--- src/rtl/com_color_scheduler.sv ---
// Round-robin colour scheduler for the shared centre-of-mass datapath.
// Picks one colour per frame and captures its result after the divider settles.
module com_color_scheduler #(
    parameter int DIV_LATENCY = 36,
    parameter int CNT_W       = 6
) (
    input  logic        clk,
    input  logic        reset,
    input  logic [10:0] x,
    input  logic [9:0]  y,
    input  logic [2:0]  colorEnable,
    output logic [1:0]  colorSelect,
    input  logic [9:0]  xCenter,
    input  logic [9:0]  yCenter,
    output logic [9:0]  xRed,
    output logic [9:0]  yRed,
    output logic [9:0]  xGreen,
    output logic [9:0]  yGreen,
    output logic [9:0]  xBlue,
    output logic [9:0]  yBlue,
    output logic [2:0]  valid,
    output logic        updated,
    output logic        overrun
);

    typedef enum logic [1:0] {WAIT, COUNT, CAPTURE} state_t;

    state_t           state, stateNext;
    logic [CNT_W-1:0] count, countNext;
    logic             primed;
    logic             atOrigin, originPrev, fs;
    logic [1:0]       capColor, nextColor, plusOne, plusTwo;
    logic             startCount, doCapture;
    logic [2:0]       validSet;

    assign atOrigin   = (x == 11'd0) && (y == 10'd0);
    assign fs         = atOrigin && !originPrev;
    assign startCount = fs && primed && colorEnable[colorSelect];
    assign doCapture  = (state == CAPTURE) && colorEnable[capColor];
    assign validSet   = doCapture ? (3'b001 << capColor) : 3'b000;

    always_comb begin
        plusOne = 2'd0;
        plusTwo = 2'd1;
        case (colorSelect)
            2'd0: begin plusOne = 2'd1; plusTwo = 2'd2; end
            2'd1: begin plusOne = 2'd2; plusTwo = 2'd0; end
            default: begin plusOne = 2'd0; plusTwo = 2'd1; end
        endcase
        if (colorEnable[plusOne])
            nextColor = plusOne;
        else if (colorEnable[plusTwo])
            nextColor = plusTwo;
        else
            nextColor = colorSelect;
    end

    always_comb begin
        stateNext = state;
        countNext = count;
        case (state)
            WAIT: ;
            COUNT: begin
                if (count == CNT_W'(1))
                    stateNext = CAPTURE;
                else
                    countNext = count - CNT_W'(1);
            end
            CAPTURE: stateNext = WAIT;
            default: stateNext = WAIT;
        endcase
        // A frame start overrides whatever was pending.
        if (fs) begin
            stateNext = startCount ? COUNT : WAIT;
            if (startCount)
                countNext = CNT_W'(DIV_LATENCY);
        end
    end

    always_ff @(posedge clk or posedge reset) begin
        if (reset) begin
            state <= WAIT;
            count <= '0;
        end else begin
            state <= stateNext;
            count <= countNext;
        end
    end

    always_ff @(posedge clk or posedge reset) begin
        if (reset) begin
            colorSelect <= 2'd0;
            capColor    <= 2'd0;
            primed      <= 1'b0;
            originPrev  <= 1'b0;
            xRed        <= '0;
            yRed        <= '0;
            xGreen      <= '0;
            yGreen      <= '0;
            xBlue       <= '0;
            yBlue       <= '0;
            valid       <= '0;
            updated     <= 1'b0;
            overrun     <= 1'b0;
        end else begin
            originPrev <= atOrigin;
            updated    <= doCapture;
            valid      <= (valid | validSet) & colorEnable;
            if (fs) begin
                capColor    <= colorSelect;
                colorSelect <= nextColor;
                primed      <= 1'b1;
                if (state == COUNT)
                    overrun <= 1'b1;
            end
            if (doCapture) begin
                case (capColor)
                    2'd0: begin xRed <= xCenter; yRed <= yCenter; end
                    2'd1: begin xGreen <= xCenter; yGreen <= yCenter; end
                    default: begin xBlue <= xCenter; yBlue <= yCenter; end
                endcase
            end
        end
    end

endmodule
--- config.mk ---
export PLATFORM = sky130hd
export DESIGN_NAME = com_color_scheduler
export DESIGN_NICKNAME = d
export VERILOG_FILES = /design/src/rtl/com_color_scheduler.sv
export SDC_FILE = /design/constraint.sdc
export NUM_CORES = 1
export LEC_CHECK = 0
export BUFFER_PORTS_ARGS = -buffer_cell sky130_fd_sc_hd__buf_2
export CAP_MARGIN = 20
export CORE_ASPECT_RATIO = 0.5
export CORE_MARGIN = 4
export CORE_UTILIZATION = 53
export CTS_CLUSTER_DIAMETER = 30
export CTS_CLUSTER_SIZE = 25
export DETAILED_ROUTE_END_ITERATION = 6
export GPL_TIMING_DRIVEN = 0
export HOLD_SLACK_MARGIN = 0.15
export PLACE_DENSITY_LB_ADDON = 0.05
export SLEW_MARGIN = 20
export SYNTH_ARGS = -nofsm -noshare
export SYNTH_HDL_FRONTEND = slang
export SYNTH_SLANG_ARGS = --single-unit
export TNS_END_PERCENT = 50
--- constraint.sdc ---
create_clock -name clk -period 7.1 [get_ports clk]
set_input_delay 1.42 -clock clk [delete_from_list [all_inputs] [get_ports clk]]
set_output_delay 1.42 -clock clk [all_outputs]
set_load 0.05 [all_outputs]
==> results.md <==
* Syn_area_per_cell at 14.3 µm²
* Gr ovfl total at 0
* Fmax at 0.392 GHz
* Post-synth top cells: dfrtp_1 (79), mux2_2 (39), mux2_1 (21), nor2_1 (13), inv_1 (7)
* Crit path max fanout at 10
* CTS Buffer Depth at 2
* Hold EP: overrun
* Worst Skew at 0.00586 ns
* Synth async-reset ratio at 100%
* Row cnt at 19
* Layout area overhead at 30.7%
* Reg2reg setup slack at 5.25 ns
* Postcts setup bufs at 0
* Psw at 0.000213 W
* Max H-tree Level at 3
* WL final at 6.94 mm
* Initial DRC count at 181
* Relative slew margins at 69.4%
* Global-route wire length before repair at 11.6 mm
* R2R depth at 4
* Post-route setup TNS at 0 ns
* Area leader, netlist: dfrtp_1
* Drt via density at 5.26
* Endpoints failing hold at 0
* Final Worst Setup Slack at 4.55 ns
* Top cells by area, synth: dfrtp_1 (62%), mux2_2 (14%), mux2_1 (7.4%)
* CTS Hold Bufs at 0
* Cell Area, Synth at 3210 µm²
* Clock share of power at 47.3%
* CP endpoint kind: register
* Power share of the combinational group at 6.3%
* Register bit total from synthesis at 79
* Pre-Repair DR Iteration Count at 4
* Die area at 7440 µm²
* Slew @ Worst Pin at 0.460 ns
* Post-CTS sizing at 0
* Seq/Total Area, Yosys at 61.6%
* Post-Syn Instances at 224
* Final setup fails at 0
* Routed length per placed instance at 16.3 µm
* Final net count at 396
* Hold path depth at 1
* Final ANT Viol Nets at 0
* Io pins at 113
* Maximum number of pins on one net before global-route repair at 44
* Worst R2R Start: state[0]
* Synth top area share at 61.6%
* Share of layout cells above drive strength 1 at 52.1%
* Dpl hpwl at 5.06 mm
* TritonCTS Buffers at 9
* Distinct cells, synth at 32
* Port Buf Inserts at 112
* Pleak at 2.33 nW
* Worst Setup Path Type: in2reg
* Status: complete, no violations
* Hold crit path type: reg2reg
* Max_cap viols at 0
* CTS tree: built
* Initial Util at 56.5%
* # clock sinks at 79
* Final GP Congestion at 0.802
* Root Driver: clkbuf_16
* Clk_lat worst skew at 0.33 ns
* Reg2reg end: yBlue[6]
* Arr. time, crit path at 2.76 ns
* Diode count at 0
* YS warnings at 0
* Synthesized Nets at 272
* Max Slew Vio Count at 0
* DRC viols at 0
* Max rail drop VDD at 0.000157 V
* CP Launch Type: input pin
* Most frequent cell after synthesis: dfrtp_1
* Critical Path RT at 7.31 ns
* Clk slew on worst S/H paths at 0.05 ns
* Minimum clock period at 2.55 ns
* Die H at 63.0 µm
* Via count at 2240
* Min-delay src: overrun
* Initial antenna violation count at 0
* Final worst-path cycle share at 35.9%
* Post-synth EDFFs at 0
* Internal at 0.000775 W
* All-Layer GR Usage at 19.8%
* Power Density at 235 nW/µm²
* Vias in the first global route at 2424
* Pre-CTS setup slack at 4.24 ns
* Sequential power share at 46.5%
* RSZ-0062 raised after global routing: no
* Top_reg_cell synth: dfrtp_1
* Switching share of total power at 21.6%
* Die width at 118 µm
* Core footprint at 5680 µm²
[worst max-delay path by stage]
stage / from / to / slack [ns] / depth (start not counted)
global route: colorEnable[2] / yBlue[5] / 4.47 / 5
finish: colorEnable[2] / yBlue[6] / 4.55 / 5
floorplan: reset / capColor[0] / 3.66 / 1
CTS: colorSelect[0] / colorSelect[0] / 4.57 / 1
global placement: reset / count[5] / 2.92 / 2
detailed placement: y[3] / capColor[0] / 4.24 / 5
[state kept, by name, indices dropped and copies added (netlist names)]
register,cells
count,6
yBlue,10
state,2
capColor,2
xGreen,10
originPrev,1
yGreen,10
primed,1
colorSelect,2
xBlue,10
xRed,10
yRed,10
updated,1
overrun,1
valid,3
[stage by stage]
stage,utilization [%],instance area (µm²),hold slack (ns),instances,power (W)
global route,73.9,4200,0.478,426,0.00103
CTS,73.9,4200,0.461,426,0.000998
floorplan,-,3210,0.445,224,0.000501
detailed placement,68.4,3890,0.440,410,0.000530
finish,73.9,4200,0.453,426,0.000988
global placement,68.0,3860,0.439,409,0.000526
[layout by cell type (no fill, tap or decap), types with 5 or more instances in the layout]
| cell | count |
|---|---|
| mux2_2 | 39 |
| xnor2_1 | 5 |
| a21o_1 | 5 |
| buf_2 | 118 |
| nor2_1 | 13 |
| clkbuf_16 | 9 |
| inv_1 | 6 |
| nor3_1 | 6 |
| mux2_1 | 21 |
| nand2_1 | 5 |
| dfrtp_1 | 79 |
[final cells by class]
type                       count  area [µm²]
clock inverter                 3        40.0
tap                           73        91.3
buffer                         6        30.0
inverter                       7        28.8
timing repair buffer         113         581
fill                         395        1490
sequential                    79        1980
clock buffer                  13         270
multi-input combinational    132        1180
[cell families (layout without fill, tap and decap cells)]
kind of cell	count (synthesis)	count (layout)	share of synthesized area, %
flip-flops	79	79	61.6
multiplexers	62	62	21.8
AO/OA/AOI/OAI	19	19	4.01
XOR/XNOR	5	5	1.36
buffers and inverters	13	142	1.75
adder cells (fa/ha/maj)	2	2	0.779
AND/OR/NAND/NOR	44	44	8.73
[critical path: stages]
cell	delay (ns)
buf_2	0.15
nand2_1	0.09
nor3_1	0.36
buf_2	0.37
mux2_2	0.37
[power groups by stage]
stage	sequential (W)	combinational, W	clock, W
floorplan	0.000488	0.0000134	0
global placement	0.000467	0.0000590	0
detailed placement	0.000467	0.0000628	0
CTS	0.000459	0.0000630	0.000476
global route	0.000459	0.0000675	0.000502
finish	0.000459	0.0000620	0.000467
[layer usage]
layer	up-vias	share of wire (%)	track usage, %
met5	-	0	0
met4	0	1.1	6.42
met3	11	6.5	6.60
met2	81	50	34.9
met1	1105	43	22.9
li1	1043	-	-
(Power assumes the default switching activity.)
